### config.mk
export PLATFORM = sky130hd
export DESIGN_NAME = spi_slave_regs
export DESIGN_NICKNAME = d
export VERILOG_FILES = /design/src/rtl/spi_pkg.sv /design/src/rtl/spi_sync_edge.sv /design/src/rtl/spi_slave_regs.sv
export SDC_FILE = /design/constraint.sdc
export NUM_CORES = 1
export LEC_CHECK = 0
export CAP_MARGIN = 40
export CORE_MARGIN = 2
export CORE_UTILIZATION = 29
export DETAILED_ROUTE_END_ITERATION = 7
export GPL_TIMING_DRIVEN = 0
export HOLD_SLACK_MARGIN = 0.15
export PLACE_DENSITY_LB_ADDON = 0.15
export SLEW_MARGIN = 20
export SYNTH_ARGS = -nofsm -noshare
export SYNTH_HDL_FRONTEND = slang
export SYNTH_HIERARCHICAL = 1
export SYNTH_SLANG_ARGS = --single-unit
### constraint.sdc
create_clock -name clk -period 2.09 [get_ports clk]
set_input_delay 0.627 -clock clk [delete_from_list [all_inputs] [get_ports clk]]
set_output_delay 0.627 -clock clk [all_outputs]
set_load 0.05 [all_outputs]
### src/rtl/spi_pkg.sv
// Constants and state encoding shared by the SPI master and the register-bank slave.
package spi_pkg;

   localparam logic [7:0] SLAVE_IDW = 8'h64;
   localparam logic [7:0] SLAVE_IDR = 8'h65;

   typedef enum logic [2:0] {
      S_IDLE   = 3'd0,
      S_ID     = 3'd1,
      S_ADDR   = 3'd2,
      S_WDATA  = 3'd3,
      S_RDATA  = 3'd4,
      S_IGNORE = 3'd5
   } state_t;

endpackage

### src/rtl/spi_sync_edge.sv
// Two-flop synchroniser for an asynchronous SPI pin, plus a history flop for edge detection.
module spi_sync_edge #(
   parameter logic RST_VAL = 1'b0
) (
   input  logic clk,
   input  logic rst,
   input  logic pin,
   output logic sync,
   output logic rise,
   output logic fall
);

   logic meta;
   logic hist;

   // NOTE: non-blocking assignments keep the three stages a true shift chain.
   always_ff @(posedge clk or negedge rst) begin
      if (!rst) begin
         meta <= RST_VAL;
         sync <= RST_VAL;
         hist <= RST_VAL;
      end else begin
         meta <= pin;
         sync <= meta;
         hist <= sync;
      end
   end

   assign rise = sync & ~hist;
   assign fall = ~sync & hist;

endmodule

### src/rtl/spi_slave_regs.sv
// SPI mode-0 slave: decodes ID/address/data frames into a small register file and returns reads on miso.
module spi_slave_regs
   import spi_pkg::*;
#(
   parameter logic [7:0] SLAVE_IDW = spi_pkg::SLAVE_IDW,
   parameter logic [7:0] SLAVE_IDR = spi_pkg::SLAVE_IDR,
   parameter int         ADDR_W    = 4,
   parameter logic [7:0] RST_VAL   = 8'h00
) (
   input  logic       clk,
   input  logic       rst,
   input  logic       ss,
   input  logic       sck,
   input  logic       mosi,
   output logic       miso,
   output logic       wr_valid,
   output logic [7:0] wr_addr,
   output logic [7:0] wr_data,
   output logic       rd_valid,
   output logic       busy
);

   localparam int DEPTH = 2 ** ADDR_W;

   logic ss_sync, ss_rise, ss_fall;
   logic sck_sync_unused, sck_rise, sck_fall;
   logic mosi_sync, mosi_rise_unused, mosi_fall_unused;

   spi_sync_edge #(.RST_VAL(1'b1)) u_ss (
      .clk(clk), .rst(rst), .pin(ss), .sync(ss_sync), .rise(ss_rise), .fall(ss_fall)
   );
   spi_sync_edge #(.RST_VAL(1'b0)) u_sck (
      .clk(clk), .rst(rst), .pin(sck), .sync(sck_sync_unused), .rise(sck_rise), .fall(sck_fall)
   );
   spi_sync_edge #(.RST_VAL(1'b0)) u_mosi (
      .clk(clk), .rst(rst), .pin(mosi), .sync(mosi_sync),
      .rise(mosi_rise_unused), .fall(mosi_fall_unused)
   );

   state_t     state;
   logic [2:0] bit_cnt;
   logic       rw;
   logic [6:0] shift;
   logic [7:0] addr;
   logic [7:0] tx_shift;
   logic       first_fall;
   logic [7:0] regs [DEPTH];
   logic [7:0] byte_in;

   // The byte as it stands once the current mosi bit is shifted in.
   assign byte_in = {shift, mosi_sync};
   assign busy    = (state != S_IDLE);

   function automatic logic in_range(input logic [7:0] a);
      return (a >> ADDR_W) == 8'd0;
   endfunction

   always_ff @(posedge clk or negedge rst) begin
      if (!rst) begin
         state      <= S_IDLE;
         bit_cnt    <= 3'd0;
         rw         <= 1'b0;
         shift      <= 7'd0;
         addr       <= 8'd0;
         tx_shift   <= 8'd0;
         first_fall <= 1'b0;
         miso       <= 1'b0;
         wr_valid   <= 1'b0;
         wr_addr    <= 8'd0;
         wr_data    <= 8'd0;
         rd_valid   <= 1'b0;
         // NOTE: the register file is flops with a real reset, so a reset clears stored data.
         for (int i = 0; i < DEPTH; i++) regs[i] <= RST_VAL;
      end else begin
         wr_valid <= 1'b0;
         rd_valid <= 1'b0;
         // ss rising overrides everything, including a coincident 8th sck edge.
         if (ss_rise) begin
            state   <= S_IDLE;
            bit_cnt <= 3'd0;
            miso    <= 1'b0;
         end else begin
            case (state)
               S_IDLE: begin
                  miso <= 1'b0;
                  if (ss_fall) begin
                     bit_cnt <= 3'd0;
                     state   <= S_ID;
                  end
               end
               S_ID: if (sck_rise) begin
                  shift   <= byte_in[6:0];
                  bit_cnt <= bit_cnt + 3'd1;
                  if (bit_cnt == 3'd7) begin
                     if (byte_in == SLAVE_IDW) begin
                        rw    <= 1'b0;
                        state <= S_ADDR;
                     end else if (byte_in == SLAVE_IDR) begin
                        rw    <= 1'b1;
                        state <= S_ADDR;
                     end else begin
                        state <= S_IGNORE;
                     end
                  end
               end
               S_ADDR: if (sck_rise) begin
                  shift   <= byte_in[6:0];
                  bit_cnt <= bit_cnt + 3'd1;
                  if (bit_cnt == 3'd7) begin
                     addr <= byte_in;
                     if (rw) begin
                        tx_shift   <= in_range(byte_in) ? regs[byte_in[ADDR_W-1:0]] : 8'h00;
                        rd_valid   <= 1'b1;
                        first_fall <= 1'b1;
                        state      <= S_RDATA;
                     end else begin
                        state <= S_WDATA;
                     end
                  end
               end
               S_WDATA: if (sck_rise) begin
                  shift   <= byte_in[6:0];
                  bit_cnt <= bit_cnt + 3'd1;
                  if (bit_cnt == 3'd7) begin
                     if (in_range(addr)) regs[addr[ADDR_W-1:0]] <= byte_in;
                     wr_valid <= 1'b1;
                     wr_addr  <= addr;
                     wr_data  <= byte_in;
                     state    <= S_IGNORE;
                  end
               end
               S_RDATA: begin
                  if (sck_fall) begin
                     if (first_fall) begin
                        miso       <= tx_shift[7];
                        first_fall <= 1'b0;
                     end else begin
                        tx_shift <= {tx_shift[6:0], 1'b0};
                        miso     <= tx_shift[6];
                     end
                  end
                  if (sck_rise) begin
                     bit_cnt <= bit_cnt + 3'd1;
                     if (bit_cnt == 3'd7) begin
                        miso  <= 1'b0;
                        state <= S_IGNORE;
                     end
                  end
               end
               S_IGNORE: miso <= 1'b0;
               default: begin
                  miso  <= 1'b0;
                  state <= S_IDLE;
               end
            endcase
         end
      end
   end

endmodule

Word-level counts from Yosys, hierarchy flattened:

Index checks and enable logic that the tools add are counted.

* register bits after elaboration: 186
* input bits: 5
* output and inout port bits: 20
* word-level logic and storage cells: 145

* $add $sub $neg: 1
* order comparisons: 3
* equal/unequal tests: 23
* muxes and demuxes: 51
* bitwise gates (word level): 11
* reductions and logical operators: 20

Operators with widths (count)
* 128-bit bitwise mux: 1
* 8-bit two-way mux: 9
* 3-bit two-way mux: 14
* 8-bit binary-select mux with 4-bit select: 1
* 8-bit demux with 4-bit select: 1
* 1-bit two-way mux: 20
* 8-bit by 7-bit equality test with 1-bit output, second input constant: 2
* 8-bit logical NOT: 2
* 8-bit case mux with 2 select lines: 1
* 3-bit != test, second input constant: 5
* 3-bit case mux with 5 select lines: 1
* 2-bit != test, second input constant: 6
* 5-bit greater-or-equal comparator, second input constant: 2
* 4-bit inverter with 5-bit output: 2
* 5-bit AND reduction: 2
* 3-bit equality test, second input constant: 3
* 3-bit by 1-bit != test with 1-bit output, second input constant: 3
* 4-bit AND reduction: 2
* 8-bit AND reduction: 1
* 7-bit AND reduction: 1
* 3-bit by 2-bit equality test with 1-bit output, second input constant: 2
* 3-bit case mux with 2 select lines: 1
* 3-bit AND reduction: 2
* 6-bit AND reduction: 1
* other kinds (14): 24

Longest topological paths before layout:

* depth after elaboration: 9
* depth in mapped cells: 10
* mapped depth without buffers: 8

By module:

Netlist, hierarchy kept.

Modules (own cells, without submodules)
* spi_slave_regs: times used 1, cells each 597, area an instance 8212.9 sq um, sequential area each 4454.3 sq um
* spi_sync_edge (u_mosi ...): times used 2, cells each 5, area an instance 90.1 sq um, sequential area each 75.1 sq um
* spi_sync_edge (u_ss): times used 1, cells each 5, area an instance 93.8 sq um, sequential area each 78.8 sq um

Worst setup path after synthesis:

OpenSTA, ideal clock, no wires.

* path type: register to register
* start point: register u_ss.sync
* end point: register regs[0] (netlist bit)
* library setup time: 0.125 ns
* data arrival time: 2.072 ns
* required time: 1.965 ns
* setup slack: -0.107 ns
* cell stages (with the launch flop): 10
* buffers on the path: 2
* clock period less this slack: 2.197 ns
* cell sequence: dfstp_2 -> nor2b_1 -> nor2b_4 -> nand3_2 -> inv_2 -> and3_1 -> buf_4 -> and3_1 -> buf_2 -> mux2_2

* longest elaborated chain between the ends: 3

RTL lines
* start: declaration: RTL line spi_sync_edge.sv:8 `output logic sync,`
* start signal: assignment: RTL line spi_sync_edge.sv:24 `sync <= meta;`
* 1-bit AND: RTL line spi_sync_edge.sv:29 `assign rise = sync & ~hist;`
* net ss_rise: RTL line spi_slave_regs.sv:25 `logic ss_sync, ss_rise, ss_fall;`
* 1-bit inverter (no source line)
* 5-bit AND reduction (no source line)
* end signal: indexed assignment: RTL line spi_slave_regs.sv:125 `if (in_range(addr)) regs[addr[ADDR_W-1:0]] <= byte_in;`
* end: declaration: RTL line spi_slave_regs.sv:47 `logic [7:0] regs [DEPTH];`

The timed path passes the listed nets, and every way through them passes these cells.
A chain may end at the register's enable or synchronous reset.

Final worst setup path:

* start point: register bit_cnt[1]
* end point: register regs[71] (netlist bit)

* longest elaborated chain between the ends: 2

RTL lines
* start: declaration: RTL line spi_slave_regs.sv:41 `logic [2:0] bit_cnt;`
* start signal: assignment: RTL line spi_slave_regs.sv:93 `bit_cnt <= bit_cnt + 3'd1;`
* start signal: assignment: RTL line spi_slave_regs.sv:108 `bit_cnt <= bit_cnt + 3'd1;`
* start signal: assignment: RTL line spi_slave_regs.sv:123 `bit_cnt <= bit_cnt + 3'd1;`
* 3-bit equality test: RTL line spi_slave_regs.sv:124 `if (bit_cnt == 3'd7) begin`
* 5-bit AND reduction (no source line)

No other way between the ends.

==> qor.yml <==
outcome:
  status: "finished, violations left"
  violated_checks: "negative setup slack"
setup_path:
  path_buf_inv: 1
  timing_worst_setup_path_type: "flip-flop to flip-flop"
  r2r_cell_count: 8
  critPathTopFamily: "simple AND/OR/NAND/NOR gates"
  critical_path_peak_fanout: 8
  worst_r2r_startpoint: "bit_cnt[1]$_DFFE_PN0P_"
  timing.critical_path.slowest_stage_cell: "or3_4"
  crit_path_end_kind: "flip-flop"
  r2r_setup_slack_ns: -0.16
  critPathLaunchType: "flip-flop"
  cp.arrival_ns: 2.57
  reg2reg_to: "regs[71]$_DFFE_PN0P_"
  worst_path_most_repeated_cell: "ha_4"
  critical_path.max_stage_delay_ns: 0.46
  critPathRequiredTime_ns: 2.41
  crit_path_cell_trace: "ha_4 > ha_4 > and3b_2 > nand3_4 > or3_4 > nor3_4 > buf_12 > mux2_4"
finish:
  finish.instance_area_mm2: 0.0104
  area.growth.synth_to_final_pct: 23.7
  ff_latch_area_mm2: 0.00466
  fillCellCount: 2836
  nNetsFinal: 684
  layout-drive-gt1-share_pct: 46.0
  final-instance-count-excl-fill: 1074
  multiInputGateArea_mm2: 0.00392
global_route:
  global_route.usage.total_pct: 14.9
  grt_max_degree: 77
  gr-total-overflow: 0
  grt_pass1_vias: 5677
  antenna_found_initial: 1
  global_route_wire_length_before_repair_mm: 34.3
placed_design:
  dp_hpwl_mm: 14.8
  dpl_cell_area_mm2: 0.00925
  placed_cells_incl_taps: 1021
  buffer_ports.inserted: 24
  routability_congestion_estimate_from_global_placement: 0.771
floorplan:
  initial_core_util_pct: 29.4
  fp.dieArea_mm2: 0.0305
  row_count: 62
  die-height_um: 175
  io-pin-count: 25
  chipWidth_um: 175
  core_region_area_mm2: 0.0287
cts:
  clk_latency_ns: 0.44
  path_clk_slew_ns: 0.08
  tritoncts.num_buffers: 17
  cts.sinks: 186
  cts-htree-levels: 4
  cts_buffer_depth: 2
  cts.root.buffer_cell: "clkbuf_16"
  tritoncts: "done"
detailed_routing:
  final_antenna_net_count: 0
  vias: 5265
  drt-total-wl_mm: 22.0
  drt-wirelength-per-cell_um: 20.5
  dr.first_iter.drc_count: 188
  drt-pass1-iter-count: 4
  drc: 0
  vias_per_cell: 4.90
pwr:
  power_density_mw_per_mm2: 837
  p_leak_nw: 4.91
  vdd.ir_drop.worst_uv: 446
logic_synthesis:
  avgSynthCellArea_um2: 13.9
  ys_warn_count: 6
  netlist_instances: 609
  mappedNetlistNets: 616
  mappedNetlistArea_mm2: 0.00845
timing:
  fin_crit_ns: 2.25
  setup_viol_count_final: 118
  worst_slew_margin_rel_pct: 44.6
  drv_slew: 0
  worst_slew_pin_slew_ns: 0.832
  f_max_mhz: 444
  fin_crit_sh_pct: 108
  skew_ns: 0.0134
  hold_viol: 0
  final_critical_path_setup_slack_ns: -0.161
  rsz_0062_raised_after_global_routing: "yes"
worst_hold_path:
  hold_path_depth: 0
  whs_endpoint: "u_ss/sync$_DFF_PN1_"
  worst_hold_path_type: "flip-flop to flip-flop"
  timing.hold.worst.start: "u_ss/meta$_DFF_PN1_"
flow_run:
  max_cap_viols: 0
[worst max-delay path by stage]
stage | cells past startpoint | startpoint | endpoint | slack, ns
finish | 8 | bit_cnt[1]$_DFFE_PN0P_ | regs[71]$_DFFE_PN0P_ | -0.16
global route | 8 | bit_cnt[0]$_DFFE_PN0P_ | regs[114]$_DFFE_PN0P_ | -0.24
CTS | 8 | bit_cnt[1]$_DFFE_PN0P_ | regs[96]$_DFFE_PN0P_ | -0.25
detailed placement | 6 | u_sck/sync$_DFF_PN0_ | regs[89]$_DFFE_PN0P_ | -0.67
global placement | 1 | rst | bit_cnt[0]$_DFFE_PN0P_ | -7.21
floorplan | 10 | bit_cnt[0]$_DFFE_PN0P_ | regs[0]$_DFFE_PN0P_ | 0.008
[registers in the layout, summed over array words and instances (netlist names), 3 cells and up]
name,cells
state,3
wr_addr,8
shift,7
wr_data,8
tx_shift,8
regs,128
addr,8
bit_cnt,3
[layout by cell type, fill, tap and decap left out, types with 7 or more instances in the layout]
cell type / n
mux2_2: 131
mux2_4: 38
nor2_1: 9
buf_12: 7
dfrtp_1: 183
mux2i_1: 10
dlygate4sd2_1: 19
nor3_1: 8
clkbuf_1: 18
o22ai_1: 10
mux4_2: 20
buf_4: 19
clkbuf_16: 17
a21oi_1: 7
and4_1: 7
nand2_1: 29
o21ai_0: 17
nor4_1: 7
[layer usage]
layer	up-vias	part of all wire (%)	routed length (um)	GRT usage, %
li1	2389	-	-	-
met1	2814	49	10700	20.9
met2	52	48	10700	24.3
met3	10	1.9	409	2.44
met4	0	0.82	181	3.58
met5	-	0	0	0
[worst reg2reg max path: cells and delay by family, from the launching register on]
family	cells	cell delay [ns]
buf+inv	1	0.17
mux	1	0.30
fa+ha+maj	2	0.28
flops	1	0.40
simple gates	4	0.98
[power breakdown]
| group | switching [W] | internal (W) |
|---|---|---|
| logic | 0.00126 | 0.000649 |
| clock network | 0.00156 | 0.00157 |
| registers | 0.0000482 | 0.00366 |
[cell type report]
class                   instances  share of cell area, %
flip-flops and latches        186                   44.6
multi-input cells             374                   37.5
repair buffers                 51                   4.96
well taps                     384                   4.60
clock buffers                  17                   4.07
plain buffers                  40                   2.72
clock inverters                14                   1.27
inverters                       7                  0.275
diodes                          1                 0.0239
[timing repair]
action,in CTS,in global routing
hold buffers,1,0
buffers inserted,12,9
setup endpoints to repair,172,138
hold endpoints to repair,52,0
resized for setup,98,59
pin swaps,10,10
[metrics by stage]
step	total power (W)	TNS (ns)	setup slack, ns	hold WS (ns)	util, %
after floorplan	0.00481	0	0.00797	0.331	-
after global placement	0.00547	-1384.83	-7.21	0.346	32.0
after detailed placement	0.00552	-58.35	-0.666	0.340	32.2
after CTS	0.00875	-16.59	-0.248	0.359	35.5
after global routing	0.00916	-17.45	-0.237	0.367	36.4
final	0.00875	-9.78	-0.161	0.358	36.4
Power figures use the tool's default switching activity.
